===== config.mk =====
export PLATFORM = sky130hd
export DESIGN_NAME = lsu_mem_if
export DESIGN_NICKNAME = d
export VERILOG_FILES = /design/src/rtl/lsu_pkg.sv /design/src/rtl/lsu_load_align.sv /design/src/rtl/lsu_mem_if.sv
export SDC_FILE = /design/constraint.sdc
export NUM_CORES = 1
export LEC_CHECK = 0
export BUFFER_PORTS_ARGS = -buffer_cell sky130_fd_sc_hd__clkbuf_2
export CORE_MARGIN = 3
export CORE_UTILIZATION = 49
export DETAILED_ROUTE_END_ITERATION = 12
export PLACE_DENSITY = 0.78
export SKIP_CTS_REPAIR_TIMING = 1
export SYNTH_ARGS = -nofsm -noshare
export SYNTH_HDL_FRONTEND = slang
export SYNTH_HIERARCHICAL = 1
export SYNTH_SLANG_ARGS = --single-unit

===== constraint.sdc =====
create_clock -name clk -period 2.1 [get_ports clk]
set_input_delay 0.21 -clock clk [delete_from_list [all_inputs] [get_ports clk]]
set_output_delay 0.21 -clock clk [all_outputs]
set_load 0.02 [all_outputs]

===== src/rtl/lsu_pkg.sv =====
// Shared types and constants for the load/store unit: access sizes, FSM state codes,
// funct3 fields and the size-to-byte-mask helper.
package lsu_pkg;

    typedef enum logic [1:0] {
        SZ_B = 2'b00,
        SZ_H = 2'b01,
        SZ_W = 2'b10,
        SZ_D = 2'b11
    } size_e;

    localparam logic [1:0] ST_IDLE = 2'd0;
    localparam logic [1:0] ST_REQ  = 2'd1;
    localparam logic [1:0] ST_WAIT = 2'd2;
    localparam logic [1:0] ST_RESP = 2'd3;

    // funct3[2] selects zero extension on loads; 111 has no meaning in either width.
    localparam int         F3_USGN = 2;
    localparam logic [2:0] F3_RSVD = 3'b111;

    function automatic logic [7:0] size_mask(input size_e size);
        case (size)
            SZ_B:    size_mask = 8'h01;
            SZ_H:    size_mask = 8'h03;
            SZ_W:    size_mask = 8'h0F;
            default: size_mask = 8'hFF;
        endcase
    endfunction

endpackage


===== src/rtl/lsu_load_align.sv =====
// Picks the addressed lane out of a memory read word and sign- or zero-extends it
// to the full data width according to funct3.
module lsu_load_align
    import lsu_pkg::*;
#(
    parameter int DATA_W = 32,
    parameter int OFF    = $clog2(DATA_W / 8)
) (
    input  logic [DATA_W-1:0] rdata,
    input  logic [OFF-1:0]    off,
    input  logic [2:0]        funct3,
    output logic [DATA_W-1:0] data
);

    logic [DATA_W-1:0] shifted;
    logic              sign_en;

    assign shifted = rdata >> {off, 3'b000};
    assign sign_en = ~funct3[F3_USGN];

    // Fill with the sign bit first, then overlay the live low bits of the lane.
    always_comb begin
        data = shifted;
        case (size_e'(funct3[1:0]))
            SZ_B: begin
                data       = {DATA_W{sign_en & shifted[7]}};
                data[7:0]  = shifted[7:0];
            end
            SZ_H: begin
                data       = {DATA_W{sign_en & shifted[15]}};
                data[15:0] = shifted[15:0];
            end
            SZ_W: begin
                data       = {DATA_W{sign_en & shifted[31]}};
                data[31:0] = shifted[31:0];
            end
            default: data = shifted;
        endcase
    end

endmodule


===== src/rtl/lsu_mem_if.sv =====
// Load/store unit between core and data memory with req/gnt/rvalid handshake.
// Optional trace outputs are built when LSU_TRACE_EN is defined.
module lsu_mem_if
    import lsu_pkg::*;
#(
    parameter int DATA_W = 32,
    parameter int ADDR_W = 9
) (
    input  logic                  clk,
    input  logic                  reset,
    input  logic                  req_valid,
    output logic                  req_ready,
    input  logic                  req_we,
    input  logic [2:0]            req_funct3,
    input  logic [DATA_W-1:0]     req_addr,
    input  logic [DATA_W-1:0]     req_wdata,
    output logic                  resp_valid,
    output logic                  resp_err,
    output logic [DATA_W-1:0]     resp_rdata,
    output logic                  busy,
    output logic                  mem_req,
    output logic                  mem_we,
    output logic [DATA_W/8-1:0]   mem_be,
    output logic [ADDR_W-1:0]     mem_addr,
    output logic [DATA_W-1:0]     mem_wdata,
    input  logic                  mem_gnt,
    input  logic                  mem_rvalid,
    input  logic [DATA_W-1:0]     mem_rdata
`ifdef LSU_TRACE_EN
    ,
    output logic                  trc_wr,
    output logic                  trc_rd,
    output logic [ADDR_W-1:0]     trc_addr,
    output logic [DATA_W-1:0]     trc_wr_data,
    output logic [DATA_W-1:0]     trc_rd_data
`endif
);

    localparam int BE_W = DATA_W / 8;
    localparam int OFF  = $clog2(BE_W);

    logic [1:0]        state;
    logic              we_q;
    logic [2:0]        funct3_q;
    logic [OFF-1:0]    off_q;

    size_e             req_size;
    logic [OFF-1:0]    req_off;
    logic              misaligned;
    logic              illegal;
    logic [BE_W-1:0]   be_mask;
    logic [BE_W-1:0]   be_next;
    logic [DATA_W-1:0] wdata_next;
    logic [DATA_W-1:0] load_data;
    logic              unused_addr_hi;

    assign req_size = size_e'(req_funct3[1:0]);
    assign req_off  = req_addr[OFF-1:0];

    assign req_ready = (state == ST_IDLE);
    assign busy      = (state != ST_IDLE);

    assign unused_addr_hi = ^req_addr[DATA_W-1:ADDR_W+OFF];

    always_comb begin
        misaligned = 1'b0;
        case (req_size)
            SZ_H:    misaligned = req_addr[0];
            SZ_W:    misaligned = |req_addr[1:0];
            SZ_D:    misaligned = |req_addr[2:0];
            default: misaligned = 1'b0;
        endcase
    end

    assign illegal = misaligned
                   | ((req_size == SZ_D) && (DATA_W == 32))
                   | (req_we & req_funct3[F3_USGN])
                   | ((DATA_W == 64) && (req_funct3 == F3_RSVD));

    assign be_mask = BE_W'(size_mask(req_size));
    assign be_next = be_mask << req_off;

    // Replicating the store value across the word lands it in every lane,
    // so the byte enables alone pick the right bytes.
    always_comb begin
        wdata_next = req_wdata;
        case (req_size)
            SZ_B:    wdata_next = {BE_W{req_wdata[7:0]}};
            SZ_H:    wdata_next = {(BE_W / 2){req_wdata[15:0]}};
            SZ_W:    wdata_next = {(BE_W / 4){req_wdata[31:0]}};
            default: wdata_next = req_wdata;
        endcase
    end

    lsu_load_align #(
        .DATA_W (DATA_W),
        .OFF    (OFF)
    ) u_load_align (
        .rdata  (mem_rdata),
        .off    (off_q),
        .funct3 (funct3_q),
        .data   (load_data)
    );

    always_ff @(posedge clk or negedge reset) begin
        if (!reset) begin
            state      <= ST_IDLE;
            we_q       <= 1'b0;
            funct3_q   <= 3'b000;
            off_q      <= '0;
            mem_req    <= 1'b0;
            mem_we     <= 1'b0;
            mem_be     <= '0;
            mem_addr   <= '0;
            mem_wdata  <= '0;
            resp_valid <= 1'b0;
            resp_err   <= 1'b0;
            resp_rdata <= '0;
        end else begin
            case (state)
                ST_IDLE: begin
                    if (req_valid) begin
                        we_q     <= req_we;
                        funct3_q <= req_funct3;
                        off_q    <= req_off;
                        if (illegal) begin
                            resp_valid <= 1'b1;
                            resp_err   <= 1'b1;
                            resp_rdata <= '0;
                            state      <= ST_RESP;
                        end else begin
                            mem_req   <= 1'b1;
                            mem_we    <= req_we;
                            mem_be    <= be_next;
                            mem_addr  <= req_addr[ADDR_W+OFF-1:OFF];
                            mem_wdata <= wdata_next;
                            state     <= ST_REQ;
                        end
                    end
                end
                ST_REQ: begin
                    if (mem_gnt) begin
                        mem_req <= 1'b0;
                        mem_we  <= 1'b0;
                        if (we_q) begin
                            resp_valid <= 1'b1;
                            resp_err   <= 1'b0;
                            resp_rdata <= '0;
                            state      <= ST_RESP;
                        end else begin
                            state <= ST_WAIT;
                        end
                    end
                end
                ST_WAIT: begin
                    if (mem_rvalid) begin
                        resp_valid <= 1'b1;
                        resp_err   <= 1'b0;
                        resp_rdata <= load_data;
                        state      <= ST_RESP;
                    end
                end
                ST_RESP: begin
                    resp_valid <= 1'b0;
                    state      <= ST_IDLE;
                end
                default: state <= ST_IDLE;
            endcase
        end
    end

`ifdef LSU_TRACE_EN
    assign trc_wr      = (state == ST_REQ) && mem_gnt && we_q;
    assign trc_rd      = (state == ST_WAIT) && mem_rvalid;
    assign trc_addr    = (trc_wr || trc_rd) ? mem_addr : '0;
    assign trc_wr_data = trc_wr ? mem_wdata : '0;
    assign trc_rd_data = trc_rd ? load_data : '0;
`endif

endmodule


==> results.sh <==
export IMPL_intPower_mw=5.02
export IMPL_slew_headroom_pct=65.9
export IMPL_drive_gt1_share_pct=35.4
export IMPL_num_vias=4021
export IMPL_crit_type="reg2reg"
export IMPL_cts_max_path_buffers=2
export IMPL_required_ns=2.38
export IMPL_setup_tns_ns=0
export IMPL_setup_ws_ns=0.118
export IMPL_dp_hpwl_um=9120
export IMPL_synth_ff_type="dfrtp_1"
export IMPL_gp_congestion=0.875
export IMPL_maxSlewViolCount=0
export IMPL_hold_class="in2reg"
export IMPL_multi_input_area_um2=2280
export IMPL_drt_initial_drc_count=170
export IMPL_grt_pass1_wl_um=20000
export IMPL_via_per_inst=5.26
export IMPL_final_cell_mix="clkbuf_2 (165), dfrtp_1 (89), mux2i_1 (73), nand2_1 (64), inv_1 (38)"
export IMPL_fin_skew_ns=0.00915
export IMPL_pre_cts_ws_ns=0.116
export IMPL_crit_fanout=16
export IMPL_grt_max_degree=76
export IMPL_setup_viol=0
export IMPL_yosysWarnings=6
export IMPL_avgSynthCellArea_um2=10.2
export IMPL_cts_tree="built"
export IMPL_utilization_pct=64.3
export IMPL_initial_utilization_pct=51.0
export IMPL_cp_end_kind="flop"
export IMPL_async_flop_share_pct=100
export IMPL_startpoint="state[0]"
export IMPL_grt_usage_pct=22.3
export IMPL_synth_seq_cells=89
export IMPL_seqPwrFrac_pct=31.0
export IMPL_synth_edf_count=0
export IMPL_worstPathArrival_ns=2.26
export IMPL_drt_wl_total_um=12300
export IMPL_core_um2=9370
export IMPL_htreeDepth=3
export IMPL_diodes=0
export IMPL_cap_violations=0
export IMPL_grt_antenna_before_repair=0
export IMPL_hp_start="req_addr[4]"
export IMPL_status="complete, no violations"
export IMPL_io_pins=188
export IMPL_ant_nets=0
export IMPL_critPathLaunchType="flop"
export IMPL_hold_viol=0
export IMPL_p_switching_mw=4.17
export IMPL_syn_nets=578
export IMPL_grt_remaining_overflow=0
export IMPL_wire_per_inst_um=16.1
export IMPL_grt_pass1_vias=4062
export IMPL_worst_pin_slew_ns=0.508
export IMPL_finalCriticalPeriod_ns=1.98
export IMPL_fmax_ghz=0.504
export IMPL_synth_cell_type_count=40
export IMPL_finalCritPeriodShare_pct=94.4
export IMPL_final_common_cell="clkbuf_2"
export IMPL_port_buffers=166
export IMPL_combPwrFrac_pct=55.3
export IMPL_cts_sinks=89
export IMPL_ir_drop_mv=0.761
export IMPL_dieArea_um2=11000
export IMPL_pwr_share_clk_pct=13.7
export IMPL_clk_latency_ns=0.35
export IMPL_power_density_nw_per_um2=1530
export IMPL_drc=0
export IMPL_layout_nets=740
export IMPL_rsz0062_at_grt="no"
export IMPL_power_static_leakage_nw=3.04
export IMPL_dieWidth_um=105
export IMPL_regArea_um2=2230
export IMPL_ys_seq_area_share_pct=46.6
export IMPL_sw_frac_of_total_pct=45.4
export IMPL_synth_area_um2=4780
export IMPL_die_h_um=105
export IMPL_fillCellCount=788
export IMPL_postSynthCellCount=468
export IMPL_cts_root_buf="clkbuf_8"
export IMPL_first_pass_iters=5
export IMPL_cts_buffers=9
export IMPL_clkTransAtPathRegs_ns=0.10
export IMPL_r2r_start="state[0]"
export IMPL_area_delta_synth_final_pct=26.0
export IMPL_num_rows=35
==> power groups by stage <==
| stage | Sequential, mW | Combinational, mW | Clock [mW] |
|---|---|---|---|
| 2_1_floorplan | 3.55 | 2.94 | 0 |
| 3_3_place_gp | 2.84 | 4.86 | 0 |
| 3_5_place_dp | 2.88 | 4.96 | 0 |
| 4_1_cts | 2.86 | 4.98 | 1.29 |
| 5_1_grt | 2.95 | 5.49 | 1.35 |
| 6_report | 2.85 | 5.08 | 1.26 |
==> flip-flops by register name, indices dropped and copies added (netlist names), 2 cells and up <==
signal / cells
mem_addr: 9
mem_wdata: 32
state: 2
funct3_q: 3
mem_be: 4
off_q: 2
resp_rdata: 32
==> metal layers <==
metal | wire [um] | up-vias | GRT usage (%)
li1 | - | 1930 | -
met5 | 0 | - | 0
met3 | 1110 | 17 | 6.92
met4 | 194 | 0 | 7.40
met1 | 5210 | 1893 | 28.5
met2 | 5780 | 181 | 35.9
==> cell usage after synthesis, types with 2 or more instances <==
cell       number  area share, %
buf_2           6           0.63
ha_1            5            1.3
inv_1          38            3.0
nor2_1         15            1.2
nor2b_1        10            1.3
or2_2           9            1.2
o21ai_1        26            2.7
mux2_4          2           0.63
buf_4           2           0.31
o31ai_1         5           0.79
mux2_2          8            1.9
nand2b_1        2           0.26
clkbuf_1       13            1.0
o22ai_1         9            1.2
buf_1           4           0.31
nand2_1        64            5.0
mux2_1         17            4.0
mux2i_1        73             15
dfrtp_1        89             47
buf_6           5            1.2
a21oi_1        31            3.2
o2bb2ai_1       9            1.6
nor3_1          2           0.21
a211oi_1        8            1.3
==> cell families (layout without fill, tap and decap cells) <==
logic type | Yosys count | after routing | synth area share [%]
xor+xnor | 1 | 1 | 0.183
simple gates | 106 | 106 | 10.1
fa+ha+maj | 5 | 5 | 1.31
mux | 100 | 100 | 21.8
buf+inv | 69 | 236 | 6.52
flops | 89 | 89 | 46.6
compound gates | 98 | 98 | 13.5
==> per-stage QoR <==
step           cell area [um^2]  power, mW  hold slack (ns)  instances
6_report                   6020       9.19           0.0665        764
3_5_place_dp               5780       7.84            0.220        745
5_1_grt                    6020       9.80           0.0518        764
4_1_cts                    5990       9.13           -0.173        761
3_3_place_gp               5780       7.70            0.211        745
2_1_floorplan              4810       6.49          -0.0856        468
==> path summary, 6_finish.rpt <==
path                             endpoint  slack, ns  depth (start not counted)
max                        resp_rdata[26]       0.12                          8
min                           mem_addr[2]       0.07                          2
max reg2reg                resp_rdata[26]       0.12                          8
min reg2reg                 mem_wdata[31]       0.49                          2
max in group asynchronous   mem_wdata[18]       1.07                          3
min in group asynchronous  resp_rdata[17]       0.36                          2
==> cell type report <==
type | instances | share of cell area, %
Timing Repair Buffer | 181 | 16.5
Clock buffer | 9 | 2.06
Inverter | 39 | 2.47
Clock inverter | 7 | 1.43
Tap cell | 129 | 2.68
Sequential cell | 89 | 37.0
Multi-Input combinational cell | 310 | 37.9
==> worst max-delay path: stages (launching register included) <==
cell and delay (ns):
dfrtp_1 0.43, inv_1 0.13, ha_1 0.25, inv_1 0.11, o221ai_4 0.14, nor4_4 0.21
buf_4 0.18, buf_6 0.24, mux2i_1 0.23
(Power assumes the default switching activity.)
